--- src/rtl/garage_gate_arbiter_if.sv ---
// rtl/garage_gate_arbiter_if.sv - lane sensor / occupancy counter bundle for the garage gate arbiter
interface garage_gate_arbiter_if #(
  parameter int CNT_W = 6
);
  logic             entry_req;
  logic             exit_req;
  logic             pass_sensor;
  logic [CNT_W-1:0] car_count;
  logic             gate_open;
  logic             entry_grant;
  logic             exit_grant;
  logic             cnt_inc;
  logic             cnt_dec;
  logic             entry_denied;
  logic             timeout_evt;
  logic [1:0]       state;

  modport master (
    output entry_req, exit_req, pass_sensor, car_count,
    input  gate_open, entry_grant, exit_grant, cnt_inc, cnt_dec,
           entry_denied, timeout_evt, state
  );

  modport slave (
    input  entry_req, exit_req, pass_sensor, car_count,
    output gate_open, entry_grant, exit_grant, cnt_inc, cnt_dec,
           entry_denied, timeout_evt, state
  );
endinterface

--- src/rtl/garage_gate_arbiter.sv ---
// rtl/garage_gate_arbiter.sv - shared entry/exit barrier arbiter; GATE_FAIR_RR_EN selects round-robin over exit-priority
module garage_gate_arbiter #(
  parameter int MAX_CARS     = 50,
  parameter int CNT_W        = 6,
  parameter int PASS_TIMEOUT = 32,
  parameter int GUARD_CYCLES = 4
) (
  input  logic                  clk,
  input  logic                  reset,
  garage_gate_arbiter_if.slave  bus
);

  typedef enum logic [1:0] {
    IDLE     = 2'd0,
    OPEN_IN  = 2'd1,
    OPEN_OUT = 2'd2,
    GUARD    = 2'd3
  } state_t;

  localparam int WAIT_W = $clog2(PASS_TIMEOUT + 1);
  localparam int GRD_W  = $clog2(GUARD_CYCLES + 1);
  localparam logic [CNT_W-1:0]  MAX_C     = CNT_W'(MAX_CARS);
  localparam logic [WAIT_W-1:0] WAIT_LAST = WAIT_W'(PASS_TIMEOUT - 1);
  localparam logic [GRD_W-1:0]  GRD_LAST  = GRD_W'(GUARD_CYCLES - 1);

  state_t            state_q;
  logic [WAIT_W-1:0] wait_q;
  logic [GRD_W-1:0]  guard_q;
  logic              last_served_q;
  logic              gate_open_q;
  logic              entry_grant_q;
  logic              exit_grant_q;
  logic              cnt_inc_q;
  logic              cnt_dec_q;
  logic              entry_denied_q;
  logic              timeout_evt_q;

  logic entry_ok;
  logic exit_ok;
  logic serve_exit;

  assign entry_ok = bus.entry_req && (bus.car_count < MAX_C);
  assign exit_ok  = bus.exit_req && (bus.car_count != '0);

`ifdef GATE_FAIR_RR_EN
  // Under contention, hand the gate to whichever side did not go last.
  assign serve_exit = exit_ok && (!entry_ok || !last_served_q);
`else
  assign serve_exit = exit_ok;
`endif

  always_ff @(posedge clk) begin
    if (reset) begin
      state_q        <= IDLE;
      wait_q         <= '0;
      guard_q        <= '0;
      last_served_q  <= 1'b0;
      gate_open_q    <= 1'b0;
      entry_grant_q  <= 1'b0;
      exit_grant_q   <= 1'b0;
      cnt_inc_q      <= 1'b0;
      cnt_dec_q      <= 1'b0;
      entry_denied_q <= 1'b0;
      timeout_evt_q  <= 1'b0;
    end else begin
      cnt_inc_q      <= 1'b0;
      cnt_dec_q      <= 1'b0;
      timeout_evt_q  <= 1'b0;
      entry_denied_q <= 1'b0;
      case (state_q)
        IDLE: begin
          entry_denied_q <= bus.entry_req && (bus.car_count >= MAX_C);
          wait_q         <= '0;
          if (serve_exit) begin
            state_q       <= OPEN_OUT;
            gate_open_q   <= 1'b1;
            exit_grant_q  <= 1'b1;
            last_served_q <= 1'b1;
          end else if (entry_ok) begin
            state_q       <= OPEN_IN;
            gate_open_q   <= 1'b1;
            entry_grant_q <= 1'b1;
            last_served_q <= 1'b0;
          end else begin
            last_served_q <= last_served_q;
          end
        end
        OPEN_IN, OPEN_OUT: begin
          // A pass on the final wait cycle still counts the car.
          if (bus.pass_sensor || (wait_q == WAIT_LAST)) begin
            state_q       <= GUARD;
            guard_q       <= '0;
            gate_open_q   <= 1'b0;
            entry_grant_q <= 1'b0;
            exit_grant_q  <= 1'b0;
            cnt_inc_q     <= bus.pass_sensor && (state_q == OPEN_IN);
            cnt_dec_q     <= bus.pass_sensor && (state_q == OPEN_OUT);
            timeout_evt_q <= !bus.pass_sensor;
          end else begin
            wait_q <= wait_q + 1'b1;
          end
        end
        GUARD: begin
          if (guard_q == GRD_LAST) begin
            state_q <= IDLE;
          end else begin
            guard_q <= guard_q + 1'b1;
          end
        end
        default: state_q <= IDLE;
      endcase
    end
  end

  assign bus.state        = state_q;
  assign bus.gate_open    = gate_open_q;
  assign bus.entry_grant  = entry_grant_q;
  assign bus.exit_grant   = exit_grant_q;
  assign bus.cnt_inc      = cnt_inc_q;
  assign bus.cnt_dec      = cnt_dec_q;
  assign bus.entry_denied = entry_denied_q;
  assign bus.timeout_evt  = timeout_evt_q;

endmodule

--- src/flat_wrapper.sv ---
// flat-port wrapper written by rule: the top's interface ports become plain ports
module garage_gate_arbiter_flat 
#(
  parameter int MAX_CARS     = 50,
  parameter int CNT_W        = 6,
  parameter int PASS_TIMEOUT = 32,
  parameter int GUARD_CYCLES = 4
)
  (clk, reset, bus_entry_req, bus_exit_req, bus_pass_sensor, bus_car_count, bus_gate_open, bus_entry_grant, bus_exit_grant, bus_cnt_inc, bus_cnt_dec, bus_entry_denied, bus_timeout_evt, bus_state);
  garage_gate_arbiter_if #(.CNT_W(CNT_W)) bus_i ();
  input  logic clk;
  input  logic reset;
  input wire logic [$bits(bus_i.entry_req)-1:0] bus_entry_req;
  input wire logic [$bits(bus_i.exit_req)-1:0] bus_exit_req;
  input wire logic [$bits(bus_i.pass_sensor)-1:0] bus_pass_sensor;
  input wire logic [$bits(bus_i.car_count)-1:0] bus_car_count;
  output wire logic [$bits(bus_i.gate_open)-1:0] bus_gate_open;
  output wire logic [$bits(bus_i.entry_grant)-1:0] bus_entry_grant;
  output wire logic [$bits(bus_i.exit_grant)-1:0] bus_exit_grant;
  output wire logic [$bits(bus_i.cnt_inc)-1:0] bus_cnt_inc;
  output wire logic [$bits(bus_i.cnt_dec)-1:0] bus_cnt_dec;
  output wire logic [$bits(bus_i.entry_denied)-1:0] bus_entry_denied;
  output wire logic [$bits(bus_i.timeout_evt)-1:0] bus_timeout_evt;
  output wire logic [$bits(bus_i.state)-1:0] bus_state;
  assign bus_i.entry_req = bus_entry_req;
  assign bus_i.exit_req = bus_exit_req;
  assign bus_i.pass_sensor = bus_pass_sensor;
  assign bus_i.car_count = bus_car_count;
  assign bus_gate_open = bus_i.gate_open;
  assign bus_entry_grant = bus_i.entry_grant;
  assign bus_exit_grant = bus_i.exit_grant;
  assign bus_cnt_inc = bus_i.cnt_inc;
  assign bus_cnt_dec = bus_i.cnt_dec;
  assign bus_entry_denied = bus_i.entry_denied;
  assign bus_timeout_evt = bus_i.timeout_evt;
  assign bus_state = bus_i.state;
  garage_gate_arbiter #(.MAX_CARS(MAX_CARS), .CNT_W(CNT_W), .PASS_TIMEOUT(PASS_TIMEOUT), .GUARD_CYCLES(GUARD_CYCLES)) u_core (.clk(clk), .reset(reset), .bus(bus_i));
endmodule
--- config.mk ---
export PLATFORM = sky130hd
export DESIGN_NAME = garage_gate_arbiter_flat
export DESIGN_NICKNAME = d
export VERILOG_FILES = /design/src/rtl/garage_gate_arbiter_if.sv /design/src/rtl/garage_gate_arbiter.sv /design/src/flat_wrapper.sv
export SDC_FILE = /design/constraint.sdc
export NUM_CORES = 1
export LEC_CHECK = 0
export CAP_MARGIN = 20
export CORE_UTILIZATION = 50
export DETAILED_ROUTE_END_ITERATION = 10
export GPL_TIMING_DRIVEN = 0
export PLACE_DENSITY = 0.79
export REMOVE_ABC_BUFFERS = 1
export SYNTH_ARGS = -nofsm -noshare
export SYNTH_HDL_FRONTEND = slang
export SYNTH_SLANG_ARGS = --single-unit
--- constraint.sdc ---
create_clock -name clk -period 2.5 [get_ports clk]
set_clock_uncertainty 0.15 [all_clocks]
set_input_delay 0.5 -clock clk [delete_from_list [all_inputs] [get_ports clk]]
set_output_delay 0.5 -clock clk [all_outputs]
set_load 0.02 [all_outputs]
==> Yosys cells after proc, flatten, opt, wreduce, memory -nomap -nowiden <==
Index checks and enable logic that the tools add are counted.
Widths: inputs -> output; s select.
{ "totals": {"register_bits": 18, "in_bits": 11, "elab_cells": 68} }
{ "classes": {"n_addsub": 2, "magnitude_cmp": 2, "eq_ne": 13, "muxes": 18, "bitwise": 3, "n_reduce_logical": 20} }
{ "ops": {"columns": ["cell", "n"], "rows": [
  ["$pmux 6 s2", 1],
  ["$reduce_and 3->1", 4],
  ["$mux 2", 4],
  ["$ne 2x1->1 const B", 4],
  ["$add 6x1->6 const B", 1],
  ["$eq 6x5->1 const B", 1],
  ["$ge 6x6->1 const B", 1],
  ["$lt 6x6->1 const B", 1],
  ["$mux 3", 2],
  ["$mux 6", 1],
  ["$ne 2x2->1 const B", 3],
  ["$pmux 1 s2", 3],
  ["$pmux 2 s3", 1],
  ["$pmux 3 s2", 1],
  ["$reduce_bool 6->1", 1],
  ["$logic_and 1x1->1", 5],
  ["$mux 1", 5],
  ["$eq 2x2->1 const B", 2],
  ["$reduce_and 4->1", 1],
  ["$reduce_bool 2->1", 2],
  ["$reduce_or 2->1", 2],
  ["$add 3x1->3 const B", 1],
  ["$eq 3x2->1 const B", 1],
  ["$ne 3x1->1 const B", 1],
  ["7 further kinds", 9]
]} }

==> Depth between registers and ports, before layout <==
{ "logic_depth": {"word_depth": 5, "ltp_mapped": 7} }

==> Worst setup path before layout <==
No wires, ideal clock.
{ "synth_timing": {"path_kind": "register to register", "start": "register u_core.state_q[0], in the netlist u_core.bus.state[0]", "end": "register u_core.guard_q[1]", "setup_ps": 70, "t_arrival_ps": 1962, "required_time_ps": 2280, "slack_ps": 318, "stages_incl_launch_ff": 8, "path_buffers": 1, "period_less_slack_ps": 2182, "cell_sequence": "dfxtp_1 inv_1 ha_1 clkbuf_1 inv_1 a211oi_1 or4b_1 a21oi_1"} }
{ "synth_between": {"elab_chain_len": 4, "elab_cells_between_ends": 9} }
{ "synth_lines": {"columns": ["item", "line", "source"], "rows": [
  ["start, declared", "garage_gate_arbiter.sv:26", "state_t state_q;"],
  ["start signal, assigned", "garage_gate_arbiter.sv:54", "state_q <= IDLE;"],
  ["start signal, assigned", "garage_gate_arbiter.sv:75", "state_q <= OPEN_OUT;"],
  ["start signal, assigned", "garage_gate_arbiter.sv:80", "state_q <= OPEN_IN;"],
  ["$eq 2x2->1 / $eq 2x1->1 (equally long branches)", "garage_gate_arbiter.sv:70", "case (state_q)"],
  ["$reduce_or 2->1", "garage_gate_arbiter.sv:70", null],
  ["$ne 2x1->1 (no line) / $reduce_bool 2->1 (equally long branches)", null, null],
  ["$reduce_and 3->1 (no line)", null, null],
  ["end signal, assigned", "garage_gate_arbiter.sv:107", "guard_q <= guard_q + 1'b1;"],
  ["end, declared", "garage_gate_arbiter.sv:28", "logic [GRD_W-1:0] guard_q;"]
]} }
Several ways; a longest one is shown, not always the timed one.
A chain may end at the register's enable or synchronous reset.

==> Worst setup path after layout <==
Ends and elaborated chain as after synthesis.

==> out/metrics.cfg <==
[floorplan]
io_pins=20
core_area_um2=1960
fp.dieW_um=47.5
core.rowCount=16
die_h_um=47.5
initial_core_util_pct=52.7
dieArea_um2=2260

[setup_path]
startpoint_type=flip-flop
cp_data_required_time_ps=2570
critical_path_class=flip-flop to flip-flop
crit_family=simple AND/OR/NAND/NOR gates
slowest_delay_ps=520
worst_setup_path_end_kind=flip-flop
path_buf_inv=2
critPathMaxFanout=10
critPathArrivalTime_ps=2340
cp_cell_sequence=inv_1 > ha_1 > inv_1 > a211oi_2 > or4b_1 > a21oi_1
startpoint=u_core.bus.state[0]
crit_top_cell=inv_1
rr_startpoint=u_core.bus.state[0]
crit_slowest_cell=or4b_1

[synthesis]
ys_async_sr_fraction_pct=0
synthesis.area_um2=1030
yosysSeqAreaShare_pct=34.8
synth_ff_type=dfxtp_1
syn_inst=119
yosysTopAreaCell=dfxtp_1
synth_top_area_share_pct=34.8
postSynthAreaPerCell_um2=8.70
synth_warnings=0
ys_top_cells_by_count=dfxtp_1 (18), a21oi_1 (12), inv_1 (10), ha_1 (8), o21ai_0 (8)
ys_ff_latch=18
yosysUniqueCellTypes=34
synth_most_common_cell=dfxtp_1
synth_edf_count=0
yosys-top-cells-area=dfxtp_1 (35%), ha_1 (9.7%), a21oi_1 (5.8%)

[cells_and_area]
final_cells=164
fillers=191
syn_to_final_growth_pct=23.8
drive_gt1_share_pct=6.57
diodes=0
final_nets=157
final_area_um2=1280

[run]
drv_cap=0

[drt]
wl_per_cell_um=13.6
drc=0
viasPerCell=6.03
first_pass_iters=4
routed-via-count=989
drt-total-wl_um=2230
ant_nets=0
drtIter0Drc=21

[global_route]
grt_max_degree=22
grt_overflow=0
grt_pass1_vias=819
grt.total_usage_pct=22.8
antenna_found_initial=0
grt_pass1_wl_um=3590
met1_usage_pct=30.2
grtUsageMet3_pct=6.79
grtUsageMet2_pct=37.3
grt-busiest-layer=met2

[clock_network]
numCtsBuffers=3
clk_pin_slew_ps=110
cts_setup_buffers=0
insertion_delay_ps=300
clk_path_buf_depth=2
cts.sink_count=18
cts_root_buf=clkbuf_4
htree_levels=1
cts_tree=done

[worst_hold_path]
min_from=u_core.guard_q[2]
hold_path_class=flip-flop to flip-flop

[power]
powerDensity_nw_per_um2=850
leakage_nw=0.462
ir_worst_vdd_v=0.000510

[placement]
post-dp-hpwl_um=1620
port_buffers=19
placed_area_um2=1240
routabilityCongestion=0.851
dp.cells=160

[sta]
finalCriticalPeriod_ps=2270
tightest_slew_ps=634
rsz0062_at_grt=no
setup_violations=0
slew_headroom_pct=57.6
slew_violations=0
setup_tns_ps=0
hold_violations=0
fin_crit_sh_pct=90.7
fmax_mhz=441

[status]
status=complete, no violations

-- cell type report --
cell class                      instances  area, um2  share of cell area, %
Clock buffer                            4       36.3                   2.83
Timing Repair Buffer                   19        190                   14.8
Sequential cell                        18        360                   28.1
Multi-Input combinational cell         86        623                   48.6
Tap cell                               27       33.8                   2.64
Inverter                               10       37.5                   2.93
-- state kept, by name, summed over array words and instances, names as in the netlist --
signal and count:
u_core.bus.cnt_inc 1, u_core.bus.exit_grant 1, u_core.bus.timeout_evt 1, u_core.guard_q 3, u_core.bus.cnt_dec 1, u_core.bus.state 2, u_core.bus.entry_denied 1, u_core.bus.gate_open 1
u_core.bus.entry_grant 1, u_core.wait_q 6
-- cell usage in the layout (no fill, tap or decap), drive strengths merged, types with 3 or more instances in the layout --
cell,instances
o211ai,5
nor2,3
nand2,4
ha,8
inv,10
nand3,3
and4b,3
a21oi,12
o21ai,8
clkdlybuf4s50,19
nand2b,6
clkbuf,4
or4,4
or3,3
nor3,4
dfxtp,18
-- cell families after synthesis --
logic type               after synthesis  synth area share (%)
AO/OA/AOI/OAI                         39                  25.6
adder cells (fa/ha/maj)                8                  9.67
buffers and inverters                 15                  5.44
flip-flops                            18                  34.8
multiplexers                           2                  1.93
AND/OR/NAND/NOR                       37                  22.5
-- report_power, final --
group          internal, mW  switching, mW
clock                0.0888         0.0963
combinational         0.216          0.318
sequential            0.333         0.0370
-- per-layer routing --
| layer | wire [um] | vias up |
|---|---|---|
| met5 | 0 | - |
| met1 | 999 | 471 |
| met4 | 15 | 0 |
| met3 | 115 | 2 |
| li1 | - | 485 |
| met2 | 1100 | 31 |
-- worst register-to-register path, cell delays in order (launching register included) --
cell and delay (ps):
dfxtp_1 420, inv_1 120, ha_1 460, inv_1 260, a211oi_2 110, or4b_1 520
a21oi_1 160
-- final timing paths --
| path | to | slack, ps | cells past startpoint |
|---|---|---|---|
| hold / removal | u_core.guard_q[2] | 330 | 2 |
| setup reg to reg | u_core.guard_q[1] | 230 | 6 |
| setup / recovery | u_core.guard_q[1] | 230 | 6 |
| hold reg to reg | u_core.guard_q[2] | 330 | 2 |
-- what timing repair did --
| item | CTS | global route |
|---|---|---|
| resized for setup | 0 | 1 |
| hold buffers | 0 | 0 |
| setup endpoints to repair | 0 | 1 |
-- through the flow --
step / hold WS, ps / setup WS, ps / total power, mW / util [%]
2_1_floorplan: 294 / 384 / 0.713 / -
4_1_cts: 333 / 216 / 1.09 / 65.1
3_5_place_dp: 316 / 90.4 / 0.903 / 63.2
6_report: 332 / 232 / 1.09 / 65.3
3_3_place_gp: 311 / 80.4 / 0.890 / 63.2
5_1_grt: 357 / 144 / 1.17 / 65.3
Power figures use the tool's default switching activity.
==> edit: new RTL, config.mk and constraints unchanged <==
The option `GATE_FAIR_RR_EN` is turned on by a define.
--- a/src/rtl/garage_gate_arbiter.sv
+++ b/src/rtl/garage_gate_arbiter.sv
@@ -1,2 +1,4 @@
 // rtl/garage_gate_arbiter.sv - shared entry/exit barrier arbiter; GATE_FAIR_RR_EN selects round-robin over exit-priority
+`define GATE_FAIR_RR_EN
+
 module garage_gate_arbiter #(
Formal check against the unedited RTL: not equivalent (a bounded check fails within 10 cycles, from zero or initial values and one cycle with reset high).
==> edit against the unedited design <==
Die area fell by 3.0%. Total power is 1.8% higher. Fmax down 1.8%. Utilization increased by 4.7 points. Worst setup slack worse by 0.042 ns. Final area is 1.6% lower. Sequential cell count grew 1. Area after synthesis is 3.1% lower. Routed wire length down 15%. Critical endpoint is now u_core.guard_q[0]$_SDFFE_PP0P_.
==> edit: results (changes against the unedited design) <==
routability congestion estimate from global placement=0.774 (-9.1%); Routed met2 length=898 um (-18%); count of placed standard cells including taps=150 (-6.3%); Peak supply drop=578 uV (+13%); total half-perimeter wirelength after legalization and detailed placement=1410 um (-13%); Post-Synth XOR/XNOR Area=0.0262 (+0.0262); maximum net fanout on the critical path=8 (-2); result of the run=finished, final reports clean; post-layout net count=150 (-4.5%); all-layer global routing usage=0.192 (-0.0362); largest net degree at the start of global routing=17 (-23%); number of gates given a new drive strength after cts=1 (+1); cells taking the most area after synthesis=sky130_fd_sc_hd__dfxtp_1 38%, sky130_fd_sc_hd__ha_1 8.7%, sky130_fd_sc_hd__nor2_1 5.6%; Static Leakage=0.486 nW (+5.3%); sum of met3 wire segment lengths after detailed routing=93 um (-19%); distinct cell type count after synthesis=37 (+8.8%); worst path arrival time=2.39 ns (+0.05 ns); kind of cell adding the most delay to the critical path=compound AO/OA/AOI/OAI gates; wl on met1=901 um (-9.8%); compound-cell area share of the yosys netlist=0.243 (-0.0129); leading cell types by count after synthesis=19 x sky130_fd_sc_hd__dfxtp_1, 15 x sky130_fd_sc_hd__nor2_1, 8 x sky130_fd_sc_hd__a21oi_1, 7 x sky130_fd_sc_hd__ha_1, 6 x sky130_fd_sc_hd__nand2_1; count of fill cells added during filler insertion=151 (-21%); sequential cell area fraction in the yosys report=0.380 (+0.0313); adder-cell share of the synthesized area=0.0874 (-0.00934); post-place setup slack=-0.0698 ns (-0.160 ns); Slew headroom=0.620 (+0.0445); Switching Fraction=0.411 (-0.00414); slowest CP cell=sky130_fd_sc_hd__dfxtp_1
edit: cells by family after synthesis:
group	count (synthesis)
compound gates	30
xor+xnor	3
fa+ha+maj	7
buf+inv	8
flops	19
mux	3
simple gates	39
edit: worst paths after layout:
| path | depth (start not counted) | slack [ns] | startpoint | endpoint |
|---|---|---|---|---|
| setup / recovery | 7 | 0.19 | u_core.bus.state[0]$_SDFFE_PP0P_ | u_core.guard_q[0]$_SDFFE_PP0P_ |
| setup reg to reg | 7 | 0.19 | u_core.bus.state[0]$_SDFFE_PP0P_ | u_core.guard_q[0]$_SDFFE_PP0P_ |
| hold / removal | 2 | 0.32 | u_core.guard_q[2]$_SDFFE_PP0P_ | u_core.guard_q[2]$_SDFFE_PP0P_ |
| hold reg to reg | 2 | 0.32 | u_core.guard_q[2]$_SDFFE_PP0P_ | u_core.guard_q[2]$_SDFFE_PP0P_ |
edit: area by class of cell:
cell class,count,area share
Timing Repair Buffer,21,0.163
Multi-Input combinational cell,82,0.474
Clock inverter,1,0.00397
Tap cell,25,0.0248
Sequential cell,19,0.302
Inverter,5,0.0149
Clock buffer,3,0.0179
edit: per-layer routing:
layer / global-route usage / up-vias
li1: - / 442
met1: 0.247 / 391
met2: 0.336 / 23
met3: 0.0462 / 2
met4: 0.0229 / 0
met5: 0 / -
edit: power groups by stage:
stage          clock network, mW  registers (mW)  logic [mW]
4_1_cts                    0.159           0.399       0.542
6_report                   0.159           0.399       0.551
3_3_place_gp                   0           0.404       0.515
5_1_grt                    0.172           0.405       0.603
2_1_floorplan                  0           0.446       0.315
3_5_place_dp                   0           0.406       0.526
edit: tightest hold or removal path, stage by stage, from the launching register on:
cell	delay [ns]
sky130_fd_sc_hd__dfxtp_1	0.33
sky130_fd_sc_hd__nand2_1	0.06
sky130_fd_sc_hd__a21oi_1	0.05
